===== src/rtl/vend_pkg.sv =====
// Shared constants for the vending payout path: coin values, default price, FSM state type.
package vend_pkg;

  localparam int unsigned NICKEL_V   = 32'd1;
  localparam int unsigned DIME_V     = 32'd2;
  localparam int unsigned QUARTER_V  = 32'd5;
  localparam int unsigned VEND_PRICE = 32'd6;

  typedef enum logic [2:0] {
    ST_IDLE    = 3'd0,
    ST_CALC    = 3'd1,
    ST_SELECT  = 3'd2,
    ST_REQ     = 3'd3,
    ST_RELEASE = 3'd4,
    ST_DONE    = 3'd5
  } vend_change_state_t;

endpackage


===== src/rtl/vend_coin_select.sv =====
// Greedy coin picker: largest coin not exceeding rem, as one-hot {Q,D,N} plus its nickel value.
module vend_coin_select
  import vend_pkg::*;
#(
  parameter int WIDTH = 6
) (
  input  logic [WIDTH-1:0] rem,
  output logic [2:0]       coin,
  output logic [WIDTH-1:0] value
);

  // greedy choice; rem of zero yields no coin
  always_comb begin
    coin  = 3'b000;
    value = {WIDTH{1'b0}};
    if (rem >= WIDTH'(QUARTER_V)) begin
      coin  = 3'b100;
      value = WIDTH'(QUARTER_V);
    end else if (rem >= WIDTH'(DIME_V)) begin
      coin  = 3'b010;
      value = WIDTH'(DIME_V);
    end else if (rem >= WIDTH'(NICKEL_V)) begin
      coin  = 3'b001;
      value = WIDTH'(NICKEL_V);
    end else begin
      coin  = 3'b000;
      value = {WIDTH{1'b0}};
    end
  end

endmodule


===== src/rtl/vend_change.sv =====
// Vend/refund decision and greedy change payout over a 4-phase req/ack dispenser handshake.
// Optional dispenser watchdog enabled by defining VEND_CHANGE_TIMEOUT_EN.
module vend_change
  import vend_pkg::*;
#(
  parameter int WIDTH = 6,
  parameter int PRICE = VEND_PRICE
) (
  input  logic             Clock,
  input  logic             Reset,
  input  logic             Load,
  input  logic [WIDTH-1:0] Credit,
  input  logic             Ack,
  output logic             DispQ,
  output logic             DispD,
  output logic             DispN,
  output logic             Vend,
  output logic             Busy,
  output logic             Done,
  output logic             Fault
);

  localparam logic [WIDTH-1:0] PRICE_W = WIDTH'(PRICE);

  vend_change_state_t state_r;
  logic [WIDTH-1:0]   rem_r;
  logic [2:0]         disp_r;
  logic               vend_r;
  logic               busy_r;
  logic               done_r;
  logic [2:0]         sel_coin_s;
  logic [WIDTH-1:0]   sel_value_s;
  logic               timeout_s;
  logic               fault_s;

  vend_coin_select #(.WIDTH(WIDTH)) u_coin_select (
    .rem   (rem_r),
    .coin  (sel_coin_s),
    .value (sel_value_s)
  );

`ifdef VEND_CHANGE_TIMEOUT_EN
  logic [7:0] wait_r;
  logic       fault_r;
  logic       waiting_s;

  assign waiting_s = ((state_r == ST_REQ) && !Ack) || ((state_r == ST_RELEASE) && Ack);
  // 255th waiting cycle is the last one tolerated
  assign timeout_s = waiting_s && (wait_r == 8'd254);
  assign fault_s   = fault_r;

  // watchdog counter for the current handshake phase, sticky fault flag
  always_ff @(posedge Clock) begin
    if (Reset) begin
      wait_r  <= 8'd0;
      fault_r <= 1'b0;
    end else begin
      wait_r  <= waiting_s ? (wait_r + 8'd1) : 8'd0;
      fault_r <= fault_r | timeout_s;
    end
  end
`else
  assign timeout_s = 1'b0;
  assign fault_s   = 1'b0;
`endif

  // payout sequencer
  always_ff @(posedge Clock) begin
    if (Reset) begin
      state_r <= ST_IDLE;
      rem_r   <= {WIDTH{1'b0}};
      disp_r  <= 3'b000;
      vend_r  <= 1'b0;
      busy_r  <= 1'b0;
      done_r  <= 1'b0;
    end else begin
      vend_r <= 1'b0;
      done_r <= 1'b0;
      case (state_r)
        ST_IDLE: begin
          if (Load && !fault_s) begin
            rem_r   <= Credit;
            vend_r  <= (Credit >= PRICE_W);
            busy_r  <= 1'b1;
            state_r <= ST_CALC;
          end
        end
        ST_CALC: begin
          if (rem_r >= PRICE_W) begin
            rem_r <= rem_r - PRICE_W;
          end
          state_r <= ST_SELECT;
        end
        ST_SELECT: begin
          if (rem_r == {WIDTH{1'b0}}) begin
            done_r  <= 1'b1;
            state_r <= ST_DONE;
          end else begin
            disp_r  <= sel_coin_s;
            state_r <= ST_REQ;
          end
        end
        ST_REQ: begin
          // rem_r is stable here, so the picker still reports the coin in flight
          if (Ack) begin
            disp_r  <= 3'b000;
            rem_r   <= rem_r - sel_value_s;
            state_r <= ST_RELEASE;
          end else if (timeout_s) begin
            disp_r  <= 3'b000;
            done_r  <= 1'b1;
            state_r <= ST_DONE;
          end
        end
        ST_RELEASE: begin
          if (!Ack) begin
            state_r <= ST_SELECT;
          end else if (timeout_s) begin
            done_r  <= 1'b1;
            state_r <= ST_DONE;
          end
        end
        ST_DONE: begin
          busy_r  <= 1'b0;
          state_r <= ST_IDLE;
        end
        default: begin
          disp_r  <= 3'b000;
          busy_r  <= 1'b0;
          state_r <= ST_IDLE;
        end
      endcase
    end
  end

  assign DispQ = disp_r[2];
  assign DispD = disp_r[1];
  assign DispN = disp_r[0];
  assign Vend  = vend_r;
  assign Busy  = busy_r;
  assign Done  = done_r;
  assign Fault = fault_s;

endmodule


===== config.mk =====
export PLATFORM = sky130hd
export DESIGN_NAME = vend_change
export DESIGN_NICKNAME = d
export VERILOG_FILES = /design/src/rtl/vend_pkg.sv /design/src/rtl/vend_coin_select.sv /design/src/rtl/vend_change.sv
export SDC_FILE = /design/constraint.sdc
export NUM_CORES = 1
export LEC_CHECK = 0
export ABC_AREA = 1
export CAP_MARGIN = 25
export CORE_MARGIN = 2
export CORE_UTILIZATION = 25
export DETAILED_ROUTE_END_ITERATION = 6
export GPL_ROUTABILITY_DRIVEN = 0
export GPL_TIMING_DRIVEN = 0
export PLACE_DENSITY = 0.51
export RECOVER_POWER = 100
export SLEW_MARGIN = 0
export SYNTH_ARGS = -nofsm -noshare
export SYNTH_HDL_FRONTEND = slang
export SYNTH_SLANG_ARGS = --single-unit

===== constraint.sdc =====
create_clock -name Clock -period 2.97 [get_ports Clock]
set_input_delay 0.594 -clock Clock [delete_from_list [all_inputs] [get_ports Clock]]
set_output_delay 0.594 -clock Clock [all_outputs]
set_load 0.02 [all_outputs]

==> results by group, run 1 <==
Clock network
  • Clock Tree Root: clkbuf_8
  • CTS tree: done
  • Clock latency at the later pin of the worst-skew pair: 0.25 ns
  • # H-tree levels: 1
  • Clock-pin slew on the worst setup and hold paths: 0.06 ns
  • Post-CTS Setup Bufs: 0
  • Hold-fix buffer count after cts: 0
  • Post_cts resized: 0
  • Clk buf depth: 2
  • TritonCTS Buffers: 3
  • Num Clock Sinks: 15

Synth
  • Yosys top cell by area: dfxtp_1
  • Share of the synthesized area in the top cell type: 27.2%
  • Most common cell in the netlist: nand2_1
  • Top post-synthesis cells by area: dfxtp_1 27%, nand2_1 16%, nor2_1 9.5%
  • Flops & latches, synth: 15
  • Net Count, Synth: 194
  • Seq/Total Area, Yosys: 27.2%
  • Number of flops mapped to enable cells by yosys: 0
  • Syn_area_per_cell: 6.17 um2
  • Mapped Cells: 179
  • Synth async-reset ratio: 0%
  • Synth unique cells: 26
  • Primary FF master, synth: dfxtp_1
  • Commonest cells post-synth: 48 x nand2_1, 28 x nor2_1, 25 x inv_1
  • Mapped Area: 1100 um2
  • Synth Warn #: 0

Floorplan
  • Number of top-level pins: 17
  • DIE AREA: 4960 um2
  • Die span in x: 70.4 um
  • Die Span Y: 70.4 um
  • Initial Utilization: 25.7%
  • Rows: 24
  • Core area: 4290 um2

Pwr
  • VDD IR max: between 200 and 300 uV
  • Proportion of power drawn by combinational gates: 57.3%
  • Power per cell area: ~800 nW/um2
  • Power Total: 1.08 mW
  • Clock share of power: 15.9%
  • Leak: 0.659 nW
  • Sw Ratio: 47.2%
  • Net switching power: 508 uW
  • Cell internal pwr: around 570 uW
  • Sequential share of power: 26.9%

Timing
  • Slew Limit Fails: 0
  • Clk_skew: 0.000717 ns
  • Fmax: 0.432 GHz
  • Worst Max-Slew Pin Slew: 0.512 ns
  • Post-Route Setup TNS: 0 ns
  • # setup viols final: 0
  • Hold Violations, Final: 0
  • Slew headroom: 65.6%
  • Final clock period utilization by the worst path: 77.9%
  • RSZ-0062 raised after global routing: false
  • Tmin final: 2.31 ns

Route
  • First-pass iteration count of the detailed router: 4
  • Routed Antenna Nets: 0
  • DR WL/cell: 10.6 um
  • WL final: 2650 um
  • DR vias: 1098
  • DRC: 0
  • Vias per cell: 4.41
  • Iteration-0 DRC Markers: between 40 and 50

GRT
  • First-pass GRT wire length: around 4700 um
  • Congestion Overflow GR: 0
  • Largest net degree at the start of global routing: 11
  • GRT Total Usage: 11.8%
  • Number of global-route vias before repair: 1026
  • Initial antenna violation count: 0

Layout
  • Final #Nets: 213
  • FF+latch area: around 300 um2
  • Ant diodes: 0
  • Share of layout cells above drive strength 1: 8.63%
  • Area Overhead vs Synth: 21.8%
  • FILL cells: 493
  • Footprint of the multi-input gates: 668 um2

Worst setup path
  • Crit path max fanout: 6
  • CP Launch Type: flip-flop
  • Setup crit end kind: flip-flop
  • CP Data Arrival Time: 2.51 ns
  • Critical Path RT: 3.16 ns
  • Critical setup path kind: reg2reg

Place
  • Hpwl dp: 2080 um
  • Port Buffers: 14

Min path
  • Worst hold-check path type: reg2reg

Flow run
  • Max Cap Viol: 0

Status
  • Outcome: complete, no violations
## cells by family after synthesis
logic type,Yosys count,share of synthesized area (%)
compound gates,23,11.7
other cells,1,0.340
buf+inv,29,11.3
simple gates,106,43.1
fa+ha+maj,5,6.35
flops,15,27.2
## sequential cells by signal, indices dropped and copies added (netlist names)
| register | count |
|---|---|
| state_r | 3 |
| Busy | 1 |
| Done | 1 |
| disp_r | 3 |
| rem_r | 6 |
| Vend | 1 |
## worst max-delay path, cell delays in order (launching register included)
cell     delay [ns]
dfxtp_1        0.37
inv_1          0.14
nand2_1        0.10
nand2_1        0.07
nand3_1        0.12
inv_1          0.11
o21ai_0        0.11
ha_1           0.24
fa_1           0.39
inv_1          0.07
nand2_1        0.09
nand3_1        0.08
nand2_1        0.05
o21ai_0        0.14
nor2_1         0.06
nor2_1         0.09
## area by class of cell
cell class,count,area share (%)
buffer,4,2.33
clock buffer,4,3.35
inverter,25,6.98
multi-input combinational,135,49.7
sequential,15,22.3
tap,52,4.84
timing repair buffer,14,10.4
## path summary, 6_finish.rpt
path	start	end	slack, ns	cells after the start
worst min-delay path	disp_r[2]$_SDFFE_PP0P_	disp_r[2]$_SDFFE_PP0P_	0.46	2
worst min register to register	disp_r[2]$_SDFFE_PP0P_	disp_r[2]$_SDFFE_PP0P_	0.46	2
worst max register to register	rem_r[1]$_SDFFE_PP0P_	rem_r[4]$_SDFFE_PP0P_	0.66	15
worst max-delay path	rem_r[1]$_SDFFE_PP0P_	rem_r[4]$_SDFFE_PP0P_	0.66	15
## routing by layer
layer / global-route usage (%) / share of wire, %
met5: 0 / 0
met4: 2.56 / 0.64
met2: 17.6 / 43
met1: 16.7 / 52
met3: 3.75 / 4.6
## stage by stage
| stage | cell area [um2] | instances | hold WS [ns] | worst slack [ns] | util (%) |
|---|---|---|---|---|---|
| 4_1_cts | 1350 | 249 | 0.466 | 0.658 | 31.5 |
| 3_5_place_dp | 1310 | 245 | 0.456 | 0.706 | 30.5 |
| 5_1_grt | 1340 | 249 | 0.482 | 0.409 | 31.3 |
| 2_1_floorplan | 1100 | 179 | 0.481 | 1.01 | - |
| 6_report | 1340 | 249 | 0.458 | 0.656 | 31.3 |
| 3_3_place_gp | 1310 | 245 | 0.456 | 0.726 | 30.5 |
## placed cells by master, fill, tap and decap left out
cell type        count
nand2_1             48
nor2_1              28
inv_1               25
nand3_1             18
dfxtp_1             15
a21oi_1             10
clkdlybuf4s50_1      7
dlygate4sd3_1        7
o21ai_0              5
nor2_2               4
ha_1                 4
o21ai_1              3
clkbuf_8             3
nand3_2              2
buf_4                2
nor3_1               2
a22oi_1              2
clkbuf_2             1
nand2_2              1
nor2_4               1
nand2_4              1
buf_6                1
a21boi_0             1
nand4_1              1
a21oi_2              1
a211oi_1             1
fa_1                 1
conb_1               1
clkbuf_1             1
## power by group through the flow
stage	sequential (mW)	combinational, mW	clock (mW)
after floorplan	0.292	0.482	0
final	0.289	0.616	0.171
after CTS	0.290	0.627	0.177
after global routing	0.297	0.724	0.187
after global placement	0.296	0.615	0
after detailed placement	0.295	0.617	0
Power figures use the tool's default switching activity.
==> inputs of run 2 (changes only) <==
==> constraint.sdc (replaced) <==
create_clock -name Clock -period 2.4 [get_ports Clock]
set_input_delay 0.48 -clock Clock [delete_from_list [all_inputs] [get_ports Clock]]
set_output_delay 0.48 -clock Clock [all_outputs]
set_load 0.02 [all_outputs]
==> results by group, run 2 (synthesis gave the netlist of run 1 again) <==
Status
  • Outcome: complete, no violations (unchanged)

Route
  • DR vias: 1095 (was 1098)
  • First-pass iteration count of the detailed router: 4 (unchanged)
  • Vias per cell: 4.40 (was 4.41)
  • Iteration-0 DRC Markers: 37 (was 46)
  • DRC: 0 (unchanged)
  • DR WL/cell: 10.7 um (was 10.6 um)
  • WL final: 2650 um (about the same)
  • Routed Antenna Nets: 0 (unchanged)

Clock network
  • Clock latency at the later pin of the worst-skew pair: 0.25 ns (about the same)
  • Clock Tree Root: clkbuf_8 (unchanged)
  • Post-CTS Setup Bufs: 0 (unchanged)
  • CTS tree: done (unchanged)
  • Hold-fix buffer count after cts: 0 (unchanged)
  • Clock-pin slew on the worst setup and hold paths: 0.06 ns (about the same)
  • Post_cts resized: 0 (unchanged)
  • Num Clock Sinks: 15 (unchanged)
  • TritonCTS Buffers: 3 (unchanged)
  • # H-tree levels: 1 (unchanged)
  • Clk buf depth: 2 (unchanged)

Pwr
  • VDD IR max: 355 uV (was 284 uV)
  • Leak: 0.662 nW (was 0.659 nW)
  • Power Total: 1.36 mW (was 1.08 mW)
  • Power per cell area: 1000 nW/um2 (was 801 nW/um2)

Floorplan
  • Core area: 4290 um2 (unchanged)
  • Rows: 24 (unchanged)
  • Die Span Y: 70.4 um (unchanged)
  • Number of top-level pins: 17 (unchanged)
  • Initial Utilization: 25.7% (unchanged)
  • Die span in x: 70.4 um (unchanged)
  • DIE AREA: 4960 um2 (unchanged)

Layout
  • Commonest non-fill, non-tap cell in the layout: nand2_1 (unchanged)
  • Non-filler cells, final: 249 (unchanged)
  • Final #Nets: 213 (unchanged)
  • Biggest register: rem_r (unchanged)
  • Most frequent cells in the layout: 48 x nand2_1, 27 x nor2_1, 21 x inv_1, 17 x nand3_1, 14 x dfxtp_1 (was 48 x nand2_1, 28 x nor2_1, 25 x inv_1, 18 x nand3_1, 15 x dfxtp_1)
  • Share of layout cells above drive strength 1: 12.2% (was 8.63%)
  • Number of flip-flops in the largest register: 6 (unchanged)
  • Final core occ: 31.6% (was 31.3%)
  • Post-route cell area: 1360 um2 (was 1340 um2)
  • Area Overhead vs Synth: 23.0% (was 21.8%)
  • Top flop regs: rem_r (6), disp_r (3), state_r (3) (unchanged)
  • Ant diodes: 0 (unchanged)

GRT
  • GRT Total Usage: 11.8% (unchanged)
  • Initial antenna violation count: 0 (unchanged)
  • Number of global-route vias before repair: 1026 (unchanged)
  • Largest net degree at the start of global routing: 11 (unchanged)
  • Congestion Overflow GR: 0 (unchanged)
  • First-pass GRT wire length: 4660 um (unchanged)

Place
  • Port Buffers: 14 (unchanged)
  • Pre-CTS WS: 0.136 ns (was 0.706 ns)
  • Hpwl dp: 2080 um (unchanged)
  • Placed Cells: 245 (unchanged)
  • Placed cell area: 1310 um2 (unchanged)

Worst setup path
  • CP Data Arrival Time: 2.35 ns (was 2.51 ns)
  • Buf+Inv Stages, Crit Path: 3 (unchanged)
  • CP peak stage delay: 0.40 ns (was 0.39 ns)
  • Crit path max fanout: 6 (unchanged)
  • CP delay by family, top: simple AND/OR/NAND/NOR gates (unchanged)
  • CP max-delay cell: fa_1 (unchanged)
  • Setup crit end kind: flip-flop (unchanged)
  • Critical Path RT: 2.59 ns (was 3.16 ns)
  • Critical setup path kind: reg2reg (unchanged)
  • Worst path most repeated cell: nand2_1 (unchanged)
  • CP Launch Type: flip-flop (unchanged)
  • Worst path cell trace: inv_2 > nand2_1 > nand2_1 > nand3_2 > inv_2 > o21ai_0 > ha_1 > fa_1 > inv_1 > nand2_1 > nand3_1 > nand2_1 > o21ai_0 > nor2_1 > nor2_1 (was inv_1 > nand2_1 > nand2_1 > nand3_1 > inv_1 > o21ai_0 > ha_1 > fa_1 > inv_1 > nand2_1 > nand3_1 > nand2_1 > o21ai_0 > nor2_1 > nor2_1)

Timing
  • Tmin final: 2.16 ns (was 2.31 ns)
  • Worst Max-Slew Pin Slew: 0.518 ns (was 0.512 ns)
  • Post-Route Setup TNS: 0 ns (unchanged)
  • Slew headroom: 65.2% (was 65.6%)
  • Fmax: 0.463 GHz (was 0.432 GHz)
  • Clk_skew: 0.000834 ns (was 0.000717 ns)
  • Slew Limit Fails: 0 (unchanged)
  • Final clock period utilization by the worst path: 90.1% (was 77.9%)
  • RSZ-0062 raised after global routing: false (unchanged)
  • Worst hold margin: 0.458 ns (about the same)
  • Setup slack after layout: 0.238 ns (was 0.656 ns)
  • # setup viols final: 0 (unchanged)
  • Hold Violations, Final: 0 (unchanged)

Min path
  • Worst hold-check path type: reg2reg (unchanged)

Flow run
  • Max Cap Viol: 0 (unchanged)
==> run 2: worst register-to-register path: stages, from the launching register on <==
cell,delay [ns]
dfxtp_2,0.36
inv_2,0.09
nand2_1,0.09
nand2_1,0.08
nand3_2,0.10
inv_2,0.08
o21ai_0,0.10
ha_1,0.24
fa_1,0.40
inv_1,0.07
nand2_1,0.09
nand3_1,0.08
nand2_1,0.05
o21ai_0,0.14
nor2_1,0.06
nor2_1,0.09
==> run 2: path summary, 6_finish.rpt <==
| kind | start | end | slack [ns] | cells past startpoint |
|---|---|---|---|---|
| max | rem_r[1]$_SDFFE_PP0P_ | rem_r[4]$_SDFFE_PP0P_ | 0.24 | 15 |
| min | disp_r[2]$_SDFFE_PP0P_ | disp_r[2]$_SDFFE_PP0P_ | 0.46 | 2 |
| max reg2reg | rem_r[1]$_SDFFE_PP0P_ | rem_r[4]$_SDFFE_PP0P_ | 0.24 | 15 |
| min reg2reg | disp_r[2]$_SDFFE_PP0P_ | disp_r[2]$_SDFFE_PP0P_ | 0.46 | 2 |
==> run 2: area by class of cell <==
type                       instances  area (um2)
buffer                             4        31.3
timing repair buffer              14         140
sequential                        15         302
fill                             495        2940
tap                               52        65.1
inverter                          25        93.8
clock buffer                       4        45.0
multi-input combinational        135         681
==> run 2: power breakdown <==
part	internal, mW	switching (mW)
Clock	0.118	0.0939
Sequential	0.301	0.0658
Combinational	0.295	0.484
Total	0.714	0.644
==> run 2: routing by layer <==
layer	wire, um	share of wire [%]	GRT usage [%]	up-vias
li1	-	-	-	603
met1	1390	52	16.7	472
met2	1120	42	17.6	15
met3	115	4.3	3.75	5
met4	25	0.94	2.56	0
met5	0	0	0	-
